### src/rtl/window_5x5_if.sv
// window_5x5_if: pixel-tap input and window output bundle for window_5x5.
//   master : pixel source / window consumer
//            (drives en, clr, in0..in4; receives window, win_valid, win_row, win_col, frame_done)
//   slave  : window_5x5 itself
// Ports carried:
//   en, clr          pixel strobe and synchronous frame restart
//   in0..in4         row taps, in0 = newest row, in4 = oldest row
//   window           w[r][c] at bits [(r*5+c)*BIT_WIDTH +: BIT_WIDTH]
//   win_valid        1-cycle pulse, window is a full 5x5 frame neighbourhood
//   win_row, win_col frame position of the window's bottom-right pixel
//   frame_done       1-cycle pulse after the last pixel of a frame
interface window_5x5_if #(
  parameter int unsigned LENGTH    = 32,
  parameter int unsigned HEIGHT    = 32,
  parameter int unsigned BIT_WIDTH = 8
);
  localparam int unsigned ROW_W = $clog2(HEIGHT);
  localparam int unsigned COL_W = $clog2(LENGTH);
  localparam int unsigned WIN_W = 25 * BIT_WIDTH;

  logic                 en;
  logic                 clr;
  logic [BIT_WIDTH-1:0] in0;
  logic [BIT_WIDTH-1:0] in1;
  logic [BIT_WIDTH-1:0] in2;
  logic [BIT_WIDTH-1:0] in3;
  logic [BIT_WIDTH-1:0] in4;
  logic [WIN_W-1:0]     window;
  logic                 win_valid;
  logic [ROW_W-1:0]     win_row;
  logic [COL_W-1:0]     win_col;
  logic                 frame_done;

  modport master (
    output en, clr, in0, in1, in2, in3, in4,
    input  window, win_valid, win_row, win_col, frame_done
  );

  modport slave (
    input  en, clr, in0, in1, in2, in3, in4,
    output window, win_valid, win_row, win_col, frame_done
  );
endinterface

### src/rtl/window_5x5.sv
// window_5x5: shifts five vertically aligned row taps into a 5x5 register window
// and flags the cycles on which the window is a complete neighbourhood of the frame.
// Ports:
//   clk, rst_n   rising-edge clock, asynchronous active-low reset
//   bus (slave)  en/clr/in0..in4 in; window/win_valid/win_row/win_col/frame_done out
// Row r=0 of the window is the oldest row (in4), r=4 the newest (in0); c=4 is the newest column.
// Build option: define WINDOW_STRIDE2_EN to report only windows whose top-left
// corner sits on an even row and even column.
module window_5x5 #(
  parameter int unsigned LENGTH    = 32,
  parameter int unsigned HEIGHT    = 32,
  parameter int unsigned BIT_WIDTH = 8
) (
  input  logic         clk,
  input  logic         rst_n,
  window_5x5_if.slave  bus
);
  localparam int unsigned ROW_W = $clog2(HEIGHT);
  localparam int unsigned COL_W = $clog2(LENGTH);
  localparam int unsigned WIN_W = 25 * BIT_WIDTH;

  logic [WIN_W-1:0]       win_q, win_d;
  logic [ROW_W-1:0]       row_cnt_q, row_cnt_d;
  logic [COL_W-1:0]       col_cnt_q, col_cnt_d;
  logic                   win_valid_q, win_valid_d;
  logic [ROW_W-1:0]       win_row_q, win_row_d;
  logic [COL_W-1:0]       win_col_q, win_col_d;
  logic                   frame_done_q, frame_done_d;
  logic [5*BIT_WIDTH-1:0] taps_c;
  logic                   full_c;
  logic                   stride_ok_c;
  logic                   last_col_c;
  logic                   last_row_c;

  // Tap for window row r sits at slice r: in4 (oldest) lowest, in0 (newest) highest.
  assign taps_c = {bus.in0, bus.in1, bus.in2, bus.in3, bus.in4};

  // Accepted pixel completes a window only with 4 real rows above and 4 real columns to the left.
  assign full_c = (row_cnt_q >= ROW_W'(4)) && (col_cnt_q >= COL_W'(4));

`ifdef WINDOW_STRIDE2_EN
  // Offsets from 4 are even exactly when the counters themselves are even.
  assign stride_ok_c = ~row_cnt_q[0] & ~col_cnt_q[0];
`else
  assign stride_ok_c = 1'b1;
`endif

  assign last_col_c = (col_cnt_q == COL_W'(LENGTH - 1));
  assign last_row_c = (row_cnt_q == ROW_W'(HEIGHT - 1));

  // Next-state: shift, raster counters, and the one-cycle status pulses.
  always_comb begin
    win_d        = win_q;
    row_cnt_d    = row_cnt_q;
    col_cnt_d    = col_cnt_q;
    win_valid_d  = 1'b0;
    win_row_d    = win_row_q;
    win_col_d    = win_col_q;
    frame_done_d = 1'b0;

    if (bus.clr) begin
      win_d     = '0;
      row_cnt_d = '0;
      col_cnt_d = '0;
    end else if (bus.en) begin
      for (int r = 0; r < 5; r++) begin
        for (int c = 0; c < 4; c++) begin
          win_d[(r*5+c)*BIT_WIDTH +: BIT_WIDTH] = win_q[(r*5+c+1)*BIT_WIDTH +: BIT_WIDTH];
        end
        win_d[(r*5+4)*BIT_WIDTH +: BIT_WIDTH] = taps_c[r*BIT_WIDTH +: BIT_WIDTH];
      end

      if (full_c && stride_ok_c) begin
        win_valid_d = 1'b1;
        win_row_d   = row_cnt_q;
        win_col_d   = col_cnt_q;
      end

      frame_done_d = last_col_c && last_row_c;

      if (last_col_c) begin
        col_cnt_d = '0;
        row_cnt_d = last_row_c ? '0 : row_cnt_q + ROW_W'(1);
      end else begin
        col_cnt_d = col_cnt_q + COL_W'(1);
      end
    end
  end

  // State and output registers.
  always_ff @(posedge clk or negedge rst_n) begin
    if (!rst_n) begin
      win_q        <= '0;
      row_cnt_q    <= '0;
      col_cnt_q    <= '0;
      win_valid_q  <= 1'b0;
      win_row_q    <= '0;
      win_col_q    <= '0;
      frame_done_q <= 1'b0;
    end else begin
      win_q        <= win_d;
      row_cnt_q    <= row_cnt_d;
      col_cnt_q    <= col_cnt_d;
      win_valid_q  <= win_valid_d;
      win_row_q    <= win_row_d;
      win_col_q    <= win_col_d;
      frame_done_q <= frame_done_d;
    end
  end

  assign bus.window     = win_q;
  assign bus.win_valid  = win_valid_q;
  assign bus.win_row    = win_row_q;
  assign bus.win_col    = win_col_q;
  assign bus.frame_done = frame_done_q;
endmodule

### src/flat_wrapper.sv
// flat-port wrapper written by rule: the top's interface ports become plain ports
module window_5x5_flat 
#(
  parameter int unsigned LENGTH    = 32,
  parameter int unsigned HEIGHT    = 32,
  parameter int unsigned BIT_WIDTH = 8
)
  (clk, rst_n, bus_en, bus_clr, bus_in0, bus_in1, bus_in2, bus_in3, bus_in4, bus_window, bus_win_valid, bus_win_row, bus_win_col, bus_frame_done);
  window_5x5_if #(.LENGTH(LENGTH), .HEIGHT(HEIGHT), .BIT_WIDTH(BIT_WIDTH)) bus_i ();
  input  logic clk;
  input  logic rst_n;
  input wire logic [$bits(bus_i.en)-1:0] bus_en;
  input wire logic [$bits(bus_i.clr)-1:0] bus_clr;
  input wire logic [$bits(bus_i.in0)-1:0] bus_in0;
  input wire logic [$bits(bus_i.in1)-1:0] bus_in1;
  input wire logic [$bits(bus_i.in2)-1:0] bus_in2;
  input wire logic [$bits(bus_i.in3)-1:0] bus_in3;
  input wire logic [$bits(bus_i.in4)-1:0] bus_in4;
  output wire logic [$bits(bus_i.window)-1:0] bus_window;
  output wire logic [$bits(bus_i.win_valid)-1:0] bus_win_valid;
  output wire logic [$bits(bus_i.win_row)-1:0] bus_win_row;
  output wire logic [$bits(bus_i.win_col)-1:0] bus_win_col;
  output wire logic [$bits(bus_i.frame_done)-1:0] bus_frame_done;
  assign bus_i.en = bus_en;
  assign bus_i.clr = bus_clr;
  assign bus_i.in0 = bus_in0;
  assign bus_i.in1 = bus_in1;
  assign bus_i.in2 = bus_in2;
  assign bus_i.in3 = bus_in3;
  assign bus_i.in4 = bus_in4;
  assign bus_window = bus_i.window;
  assign bus_win_valid = bus_i.win_valid;
  assign bus_win_row = bus_i.win_row;
  assign bus_win_col = bus_i.win_col;
  assign bus_frame_done = bus_i.frame_done;
  window_5x5 #(.LENGTH(LENGTH), .HEIGHT(HEIGHT), .BIT_WIDTH(BIT_WIDTH)) u_core (.clk(clk), .rst_n(rst_n), .bus(bus_i));
endmodule
### config.mk
export PLATFORM = sky130hd
export DESIGN_NAME = window_5x5_flat
export DESIGN_NICKNAME = d
export VERILOG_FILES = /design/src/rtl/window_5x5_if.sv /design/src/rtl/window_5x5.sv /design/src/flat_wrapper.sv
export SDC_FILE = /design/constraint.sdc
export NUM_CORES = 1
export LEC_CHECK = 0
export BUFFER_PORTS_ARGS = -buffer_cell sky130_fd_sc_hd__buf_4
export CAP_MARGIN = 15
export CORE_UTILIZATION = 56
export DETAILED_ROUTE_END_ITERATION = 8
export PLACE_DENSITY_LB_ADDON = 0.1
export SETUP_SLACK_MARGIN = 0.2
export SYNTH_ARGS = -nofsm -noshare
export SYNTH_HDL_FRONTEND = slang
export SYNTH_SLANG_ARGS = --single-unit
### constraint.sdc
create_clock -name clk -period 5.45 [get_ports clk]
set_input_delay 0.2725 -clock clk [delete_from_list [all_inputs] [get_ports clk]]
set_output_delay 0.2725 -clock clk [all_outputs]
set_load 0.005 [all_outputs]
### Word-level counts from Yosys, hierarchy flattened

Cells that the tools add are included.
Widths: inputs -> output; s select.

| word-level totals | value |
|---|---|
| bits in registers | 222 |
| latch bits | 0 |
| RAM bits | 0 |
| ROM bits | 0 |
| output and inout port bits | 212 |
| word-level logic and storage cells | 34 |
| memories | 0 |

| cells by class | value |
|---|---|
| add/sub/neg operators | 2 |
| $mul | 0 |
| div/mod/pow operators | 0 |
| $lt $le $gt $ge | 2 |
| equality and inequality tests | 2 |
| shift operators | 0 |
| mux-type cells | 14 |
| bitwise gates (word level) | 1 |
| reduce and logical (&&, ||, !) cells | 6 |

Operators by type and width:

| kind | number |
|---|---|
| $mux 200 | 2 |
| $mux 5 | 7 |
| $add 5x1->5 const B | 2 |
| $eq 5x5->1 const B | 2 |
| $ge 5x3->1 const B | 2 |
| $mux 1 | 5 |
| $reduce_bool 2->1 | 2 |
| $reduce_and 3->1 | 1 |
| $logic_and 1x1->1 | 2 |
| $reduce_and 2->1 | 1 |
| $not 1->1 | 1 |

### Longest topological paths before layout

Gate-level depths: netlist (run 1).

| logic depth | value |
|---|---|
| depth after elaboration | 5 |
| mapped depth | 7 |
| gate-level depth less buffers | 6 |

### Worst setup path before layout (run 1)

OpenSTA, ideal clock, no wires.

| path | value |
|---|---|
| kind | register to register |
| start | register u_core.col_cnt_q[0] |
| end | register u_core.col_cnt_q[3] |
| data arrival time | 1.760 ns |
| required time | 5.372 ns |
| setup slack | 3.612 ns |
| stages on the path, launching flop included | 7 |
| clock period less this slack | 1.838 ns |
| cell sequence | dfrtp_1 ha_1 and3_1 ha_1 clkbuf_1 or4_1 a21oi_1 |

| between the ends | value |
|---|---|
| longest elaborated chain between the ends | 4 |
| elaborated cells between the ends (all ways) | 5 |
| those cells by class | 1 x add/sub; 1 x eq/ne; 3 x mux |

Ends and longest elaborated chain:

| item | line | source |
|---|---|---|
| from (decl) | window_5x5.sv:24 | `logic [COL_W-1:0] col_cnt_q, col_cnt_d;` |
| from (signal assigned) | window_5x5.sv:103 | `col_cnt_q <= col_cnt_d;` |
| $add 5x1->5 / $eq 5x5->1 (equally long branches) | window_5x5.sv:85, window_5x5.sv:48 |  |
| $mux 5 (*) | window_5x5.sv:81 | `if (last_col_c) begin` |
| $mux 5 (*) | window_5x5.sv:65 | `end else if (bus.en) begin` |
| $mux 5 (*) | window_5x5.sv:61 | `if (bus.clr) begin` |

Mark *: on every way between the ends. The rest lies on a longest branch, timed or not. The select of a mux whose other input is x is not followed.
A chain may end at the register's enable or synchronous reset.

### Worst setup path in the final report (run 1)

| path | value |
|---|---|
| start | register u_core.col_cnt_q[1] |
| end | register u_core.row_cnt_q[2] |

| between the ends | value |
|---|---|
| longest elaborated chain between the ends | 3 |

Ends and longest elaborated chain:

| item | line | source |
|---|---|---|
| $eq 5x5->1 | window_5x5.sv:48 | `assign last_col_c = (col_cnt_q == COL_W'(LENGTH - 1));` |
| $reduce_bool 2->1 (no line) | - |  |
| $reduce_and 2->1 (no line) | - |  |
| to (signal assigned) | window_5x5.sv:102 | `row_cnt_q <= row_cnt_d;` |
| to (decl) | window_5x5.sv:23 | `logic [ROW_W-1:0] row_cnt_q, row_cnt_d;` |

Every way passes these cells.

==> results of run 1 <==
==> flip-flops by register name, summed over array words and instances, names as in the netlist <==
register	cells
u_core.row_cnt_q	5
u_core.bus.win_col	5
u_core.bus.frame_done	1
u_core.bus.win_valid	1
u_core.col_cnt_q	5
u_core.bus.win_row	5
u_core.bus.window	200
==> worst max-delay path, delay by kind of cell (launching register included) <==
family                   cells  cell delay (ns)
AO/OA/AOI/OAI                1             0.17
adder cells (fa/ha/maj)      2             0.56
AND/OR/NAND/NOR              3             0.96
flip-flops                   1             0.45
==> kinds of logic after synthesis <==
logic type	synth area share
mux	0.2300
flops	0.6178
simple gates	0.1025
compound gates	0.01447
buf+inv	0.02685
fa+ha+maj	0.008348
==> through the flow <==
step                  util  power, mW  instances  setup WS, ns
finish              0.7663      3.613       1203         3.216
global placement    0.7135      1.999       1161         3.082
CTS                 0.7663      3.646       1203         3.243
floorplan                -      1.871        738         3.612
detailed placement  0.7135      2.008       1161         2.987
global route        0.7663      3.738       1203         3.084
==> final cells by class <==
class                   count  area (um2)  share of cell area
inverters                   6       22.52            0.001905
multi-input cells         462        3196              0.2703
well taps                 211       264.0             0.02233
flip-flops and latches    222        5555              0.4699
repair buffers            261        1981              0.1675
clock buffers              33       683.2             0.05779
clock inverters             8       120.1             0.01016
==> power groups by stage <==
stage | clock, mW | sequential [mW] | combinational, mW
after floorplan | 0 | 1.74 | 0.129
after global placement | 0 | 1.74 | 0.255
after detailed placement | 0 | 1.75 | 0.262
after CTS | 1.67 | 1.72 | 0.265
after global routing | 1.73 | 1.72 | 0.286
final | 1.64 | 1.72 | 0.260
==> per-layer routing <==
layer  vias up  wire length, um  GRT usage
li1       2947                -          -
met2       197             9884     0.4010
met5         -                0          0
met3        39             1236    0.04823
met1      3160             8921     0.3316
met4         0              454    0.07059
==> path summary, 6_finish.rpt <==
kind,startpoint,endpoint,slack [ns]
worst max-delay path,u_core.col_cnt_q[1],u_core.row_cnt_q[2],3.22
worst min-delay path,bus_in4[6],u_core.bus.window[38],0.02
worst max register to register,u_core.col_cnt_q[1],u_core.row_cnt_q[2],3.22
worst min register to register,u_core.bus.win_row[4],u_core.bus.win_row[4],0.50
max in group asynchronous,rst_n,u_core.bus.window[127],3.73
min in group asynchronous,rst_n,u_core.bus.window[194],0.38
==> cells in the final DEF (no fill, tap or decap), types with 6 or more instances in the layout <==
cell type and instances:
clkbuf_16 23, ha_1 6, a22o_1 6, nand2_1 6, nor2_1 207, mux2i_1 201, buf_4 257, clkbuf_8 7
a21oi_1 9, dfrtp_1 222, inv_1 6
==> what timing repair did <==
action,in CTS,in global routing
buffers inserted,0,0
hold endpoints to repair,98,0
hold buffers,1,0
==> flow_summary.toml, run 1 <==
[setup_path]
critical_path_class = "reg -> reg"
cpPeakStageDelay_ns = 0.56
required_ns = 5.85
crit_path_cell_trace = "ha_1 > and3_1 > ha_1 > nand2_1 > or4b_1 > a21oi_1"
cp.arrival_ns = 2.64
crit_slowest_cell = "or4b_1"
cp-start-kind = "flip-flop"
reg2reg_depth = 6
end_kind = "flip-flop"
critPathMaxFanout = 11
crit_top_cell = "ha_1"

[layout]
final_area_um2 = 11820
antenna_cells = 0
synthToLayoutAreaGrowth_pct = 31.46
fillCellCount = 1061
drive_gt1_frac = 0.3054
nets = 1026

[die]
die-area_um2 = 16570
die_w_um = 128.7
fp.dieH_um = 128.7
core_um2 = 15430
initial_core_util = 0.5829
std_cell_rows = 45
io_pins = 256

[status]
status = "finished, final reports clean"

[clocking]
cts_tree = "done"
ctsRootBufferMaster = "clkbuf_16"
htree_levels = 1
clock_path_buffers = 3
clock_sinks = 222
clock_latency_ns = 0.50
clk_pin_slew_ns = 0.06
cts_buffers = 23
post_cts_resized = 0

[hold_path]
min-delay-path-class = "in -> reg"
hold_depth = 3

[sta]
rsz0062_at_grt = "false"
fmax_ghz = 0.4476
hold_viol_final = 0
max_slew_margin = 0.2751
setup_viol = 0
totalNegativeSetupSlack_ns = 0
skew_ns = 0.01016
hold-worst-slack_ns = 0.02045
slew_violations = 0
tightest_slew_ns = 1.087
fin_crit_ns = 2.234
period_share = 0.4100

[yosys]
synth_top_area_frac = 0.6178
synthCells = 738
synth_nets = 788
async_flop_share = 1.000
synthTopCellsByArea = "dfrtp_1, mux2i_1, nor2_1"
synth.largest_area_cell = "dfrtp_1"
postSynthAreaPerCell_um2 = 12.18
ys_ff_latch = 222
synthMostInstantiatedCell = "dfrtp_1"
ys_top_cells_by_count = "dfrtp_1, nor2_1, mux2i_1"
seq_area_frac_synth = 0.6178
synthFlopType = "dfrtp_1"
synth-edff-count = 0
ys_warn_count = 0
synthesis.area_um2 = 8992
synth_cell_types = 28

[route]
drt-wirelength-per-cell_um = 17.04
firstDrtPassIters = 4
wirelength_um = 20500
drc = 0
viasPerCell = 5.273
num_vias = 6343
ant_nets = 0
drt-initial-drc-count = 349

[placed_design]
gp_congestion = 0.7992
io_buffers = 255
hpwl_um = 13110
place_area_um2 = 11010

[pwr]
power.switching_mw = 0.7967
clkPwrFrac = 0.453
seq_power_share = 0.475
cell_internal_pwr_mw = 2.816
p_per_area_nw_per_um2 = 305.6
peakVddDrop_mv = 0.2079
pwr-share-comb = 0.072
p_sw_frac = 0.2205
power.leakage_nw = 6.509

[global_routing]
grt_pass1_vias = 6239
grt_max_degree = 131
grt_util_all_layers = 0.2437
antenna_found_initial = 0
grt_pass1_wl_um = 32060
overflow = 0

[run]
drv_cap = 0
Note: power is estimated with default switching activity, not from simulation.
==> inputs of run 2 (changes only) <==
CORE_UTILIZATION = 52   (was 56)
clock period = 2.3 ns   (was 5.45 ns; I/O delays follow)
==> run 2 against run 1 <==
Compared with the run above: register-to-register slack worse by 2.8 ns; utilization down 2.7 points; highest routed layer unchanged; flip-flop and latch count unchanged; final area up 4.9%; combinational power rose to 2.7 times the previous value; worst setup slack worse by 2.8 ns.
==> flow_summary.toml, run 2 (synthesis results as in run 1) <==
[status]
status = "finished, final reports clean"

[sta]
rsz0062_at_grt = "false"
period_share = 0.8146
totalNegativeSetupSlack_ns = 0
fmax_ghz = 0.5337
hold-worst-slack_ns = 0.07898
slew_violations = 0
fin_crit_ns = 1.874
max_slew_margin = 0.4977
tightest_slew_ns = 0.7534
setup_viol = 0
hold_viol_final = 0
skew_ns = 0.01012

[pwr]
peakVddDrop_mv = 0.5070
p_per_area_nw_per_um2 = 668.4
finalPower_mw = 8.287
power.leakage_nw = 6.758

[setup_path]
cp-start-kind = "flip-flop"
critical_path_class = "reg -> reg"
crit_slowest_cell = "or4_1"
required_ns = 2.72
worstReg2RegStart = "u_core.row_cnt_q[0]"
reg2reg_depth = 5
critPathMaxFanout = 7
crit_top_cell = "ha_1"
end_kind = "flip-flop"
crit_path_cell_trace = "ha_1 > and3_1 > ha_1 > or4_1 > a21oi_1"
r2r_slack_ns = 0.43
cp.arrival_ns = 2.29
worst-path-buf-inv = 0
path_delay_family = "simple AND/OR/NAND/NOR gates"
r2r_end = "u_core.row_cnt_q[3]"
cpPeakStageDelay_ns = 0.53

[layout]
antenna_cells = 0
instances_no_fill = 1268
mostFrequentLayoutCell = "buf_4"
seqCellArea_um2 = 5557
multiInputGateArea_um2 = 3211
fillCellCount = 1181
drive_gt1_frac = 0.2939
nets = 1082
layout_common_cells = "buf_4, dfrtp_1, nor2_1, mux2i_1, dlygate4sd3_1"
synthToLayoutAreaGrowth_pct = 37.87
largest_register_ffs = 200

[run]
drv_cap = 0

[route]
m1WireLength_um = 8908
wirelength_um = 20490
highest_layer = "met4"
viasPerCell = 5.070
ant_nets = 0
firstDrtPassIters = 4
drt-initial-drc-count = 297
drt-wirelength-per-cell_um = 16.16
num_vias = 6429
wl_met3_um = 1344
drc = 0
met2_length_um = 9914

[clocking]
clk_pin_slew_ns = 0.06
clock_path_buffers = 3
ctsRootBufferMaster = "clkbuf_16"
htree_levels = 1
clock_latency_ns = 0.50
cts_buffers = 23
cts_tree = "done"
clock_sinks = 222

[placed_design]
dp_cells = 1174
io_buffers = 255
hpwl_um = 12940
gp_congestion = 0.7667

[global_routing]
grt_max_degree = 166
antenna_found_initial = 0
grt_util_all_layers = 0.2311
overflow = 0
grt_pass1_wl_um = 33210
grt_pass1_vias = 6428

[die]
io_pins = 256
std_cell_rows = 47
fp.dieH_um = 133.5
initial_core_util = 0.5365
core_um2 = 16760
die_w_um = 133.5
die-area_um2 = 17820

[hold_path]
min_from = "bus_en"
hold_depth = 3
min_delay_worst_endpoint = "u_core.row_cnt_q[4]"
min-delay-path-class = "in -> reg"
run 2: changes by cell type in the layout (fill, tap and decap cells not counted), sizes merged:
| cell | previous run | this run |
|---|---|---|
| clkinvlp | 2 | 1 |
| dlygate4sd3 | 1 | 53 |
| bufinv | 3 | 0 |
| buf | 260 | 264 |
| clkinv | 3 | 4 |
| inv | 6 | 7 |
| clkbuf | 33 | 35 |
run 2: layout make-up:
cell class              count  share of cell area
clock inverters             6            0.002927
inverters                   6            0.001817
well taps                 220             0.02220
multi-input cells         462              0.2590
flip-flops and latches    222              0.4482
clock buffers              35             0.05571
repair buffers            317              0.2102
run 2: how the worst max path moves through the flow:
| stage | depth (start not counted) | slack, ns | end | start |
|---|---|---|---|---|
| final | 5 | 0.43 | u_core.row_cnt_q[3] | u_core.row_cnt_q[0] |
| after global routing | 6 | 0.26 | u_core.row_cnt_q[3] | u_core.col_cnt_q[1] |
| after CTS | 6 | 0.21 | u_core.row_cnt_q[3] | u_core.col_cnt_q[0] |
| after detailed placement | 6 | 0.21 | u_core.row_cnt_q[3] | u_core.col_cnt_q[0] |
| after global placement | 6 | 0.26 | u_core.row_cnt_q[2] | u_core.col_cnt_q[0] |
| after floorplan | 6 | 0.46 | u_core.col_cnt_q[3] | u_core.col_cnt_q[0] |
run 2: stage by stage:
| stage | util | area (um2) | setup WS (ns) |
|---|---|---|---|
| after floorplan | - | 8992 | 0.4622 |
| after global placement | 0.6638 | 11120 | 0.2626 |
| after detailed placement | 0.6638 | 11120 | 0.2061 |
| after CTS | 0.7388 | 12380 | 0.2065 |
| after global routing | 0.7398 | 12400 | 0.2598 |
| final | 0.7398 | 12400 | 0.4265 |
run 2: worst register-to-register path: cells and delay by family (launching register included):
family | cells | cell delay [ns]
AOI/OAI and AO/OA | 1 | 0.14
and+or+nand+nor | 2 | 0.72
DFF | 1 | 0.44
adders and majority gates | 2 | 0.50
run 2: timing repair:
action | 4_1_cts | 5_1_grt
gates resized for setup | 0 | 4
hold buffers | 53 | 0
setup buffers | 0 | 0
endpoints found under the hold margin | 133 | 0
setup endpoints to repair | 0 | 2
run 2: where the power goes:
part / leakage (nW) / internal (mW) / switching (mW)
Clock: 0.360 / 2.07 / 1.44
Combinational: 3.34 / 0.358 / 0.352
Sequential: 3.06 / 3.99 / 0.0746
Total: 6.76 / 6.42 / 1.87
run 2: routing by layer:
layer / up-vias / track usage
li1: 3060 / -
met1: 3158 / 0.3119
met2: 184 / 0.3782
met3: 27 / 0.05632
met4: 0 / 0.05619
met5: - / 0
==> inputs of run 3 (changes only) <==
clock period = 1.8 ns   (was 2.3 ns; I/O delays follow)
==> run 3 against run 2 <==
Compared with the run above: worst hold slack improved by 0.059 ns; largest cell class unchanged; highest routed layer unchanged; register-to-register slack lost 0.30 ns; final cell count rose by 0.55%; critical endpoint is now u_core.row_cnt_q[2].
==> flow_summary.toml, run 3 (synthesis results as in run 1) <==
[status]
status = "finished, final reports clean"

[setup_path]
cp.arrival_ns = 2.09
reg2reg_depth = 5
critical_path_class = "reg -> reg"
r2r_slack_ns = 0.13
end_kind = "flip-flop"
required_ns = 2.22
cp-start-kind = "flip-flop"
critPathMaxFanout = 4

[layout]
mostFrequentLayoutCell = "buf_4"
synthToLayoutAreaGrowth_pct = 39.85
layout_common_cells = "buf_4, dfrtp_1, nor2_1, mux2i_1, dlygate4sd3_1"
largest_register_ffs = 200
post-route-util = 0.7504
drive_gt1_frac = 0.3204
fillCellCount = 1116
nets = 1089
antenna_cells = 0
instances_no_fill = 1275

[pwr]
finalPower_mw = 11.20
power.leakage_nw = 6.833
peakVddDrop_mv = 0.9137
p_per_area_nw_per_um2 = 890.5

[global_routing]
grt_pass1_vias = 6468
grt_max_degree = 211
grt_use_met2 = 0.3947
gr-usage-met1 = 0.3288
grt_use_met3 = 0.06545
antenna_found_initial = 0
grt.busiest_layer = "met2"
overflow = 0
grt_util_all_layers = 0.2446
grt_pass1_wl_um = 34850

[run]
drv_cap = 0

[route]
drt-initial-drc-count = 314
viasPerCell = 5.161
drt-wirelength-per-cell_um = 17.34
num_vias = 6580
drc = 0
ant_nets = 0
wirelength_um = 22110
firstDrtPassIters = 4

[clocking]
clock_latency_ns = 0.50
cts_buffers = 23
htree_levels = 1
cts_tree = "done"
clock_sinks = 222
ctsRootBufferMaster = "clkbuf_16"
clock_path_buffers = 3
clk_pin_slew_ns = 0.06

[die]
initial_core_util = 0.5365
fp.dieH_um = 133.5
io_pins = 256
die-area_um2 = 17820
die_w_um = 133.5
core_um2 = 16760
std_cell_rows = 47

[sta]
period_share = 0.9271
skew_ns = 0.008231
slew_violations = 0
tightest_slew_ns = 1.053
rsz0062_at_grt = "true"
max_slew_margin = 0.2983
hold_viol_final = 0
fmax_ghz = 0.5992
fin_crit_ns = 1.669
totalNegativeSetupSlack_ns = 0
setup_viol = 0
hold-worst-slack_ns = 0.1377

[hold_path]
min-delay-path-class = "in -> async"

[placed_design]
hpwl_um = 13620
io_buffers = 255
dp_cells = 1183
gp_congestion = 0.7697
==> run 3: timing repair <==
action                                  in CTS  in global routing
cloned                                       0                  0
resized for setup                            2                 10
hold buffers                                43                  0
pin swaps                                    4                  4
endpoints found under the setup margin       2                  6
endpoints found under the hold margin      204                  0
setup buffers                                4                  4
==> run 3: final timing paths <==
kind | from | to
worst min register to register | u_core.bus.win_row[0] | u_core.bus.win_row[0]
max in group asynchronous | rst_n | u_core.bus.window[164]
worst max-delay path | u_core.row_cnt_q[1] | u_core.row_cnt_q[2]
worst max register to register | u_core.row_cnt_q[1] | u_core.row_cnt_q[2]
worst min-delay path | rst_n | u_core.bus.window[13]
min in group clk | bus_in1[0] | u_core.bus.window[152]
==> run 3: per-stage QoR <==
stage	area (um2)	setup WS (ns)
final	12580	0.1312
after global routing	12580	0.09969
after CTS	12510	0.1380
after detailed placement	11220	0.06161
after global placement	11220	0.1254
after floorplan	9030	0.1362
==> run 3: layout make-up <==
| cell class | instances | area, um2 | area share |
|---|---|---|---|
| Inverter | 6 | 22.52 | 0.001791 |
| Timing Repair Buffer | 324 | 2641 | 0.2100 |
| Tap cell | 220 | 275.3 | 0.02189 |
| Clock inverter | 10 | 150.1 | 0.01194 |
| Clock buffer | 31 | 665.6 | 0.05293 |
| Sequential cell | 222 | 5555 | 0.4417 |
| Multi-Input combinational cell | 462 | 3266 | 0.2597 |
==> run 3: where the power goes <==
| part | internal, mW | switching, mW |
|---|---|---|
| sequential | 5.10 | 0.0974 |
| combinational | 0.459 | 0.467 |
| clock | 3.16 | 1.92 |
==> run 3: worst max-delay path, cell delays in order, from the launching register on <==
cell and delay, ns:
dfrtp_1 0.38, ha_2 0.20, and3_4 0.18, ha_4 0.16, or4b_4 0.52, a21oi_2 0.14
==> run 3: layer usage <==
| layer | routed length [um] | share of wire |
|---|---|---|
| met1 | 9356 | 0.42 |
| met2 | 10590 | 0.48 |
| met3 | 1606 | 0.073 |
| met5 | 0 | 0 |
| met4 | 555 | 0.025 |
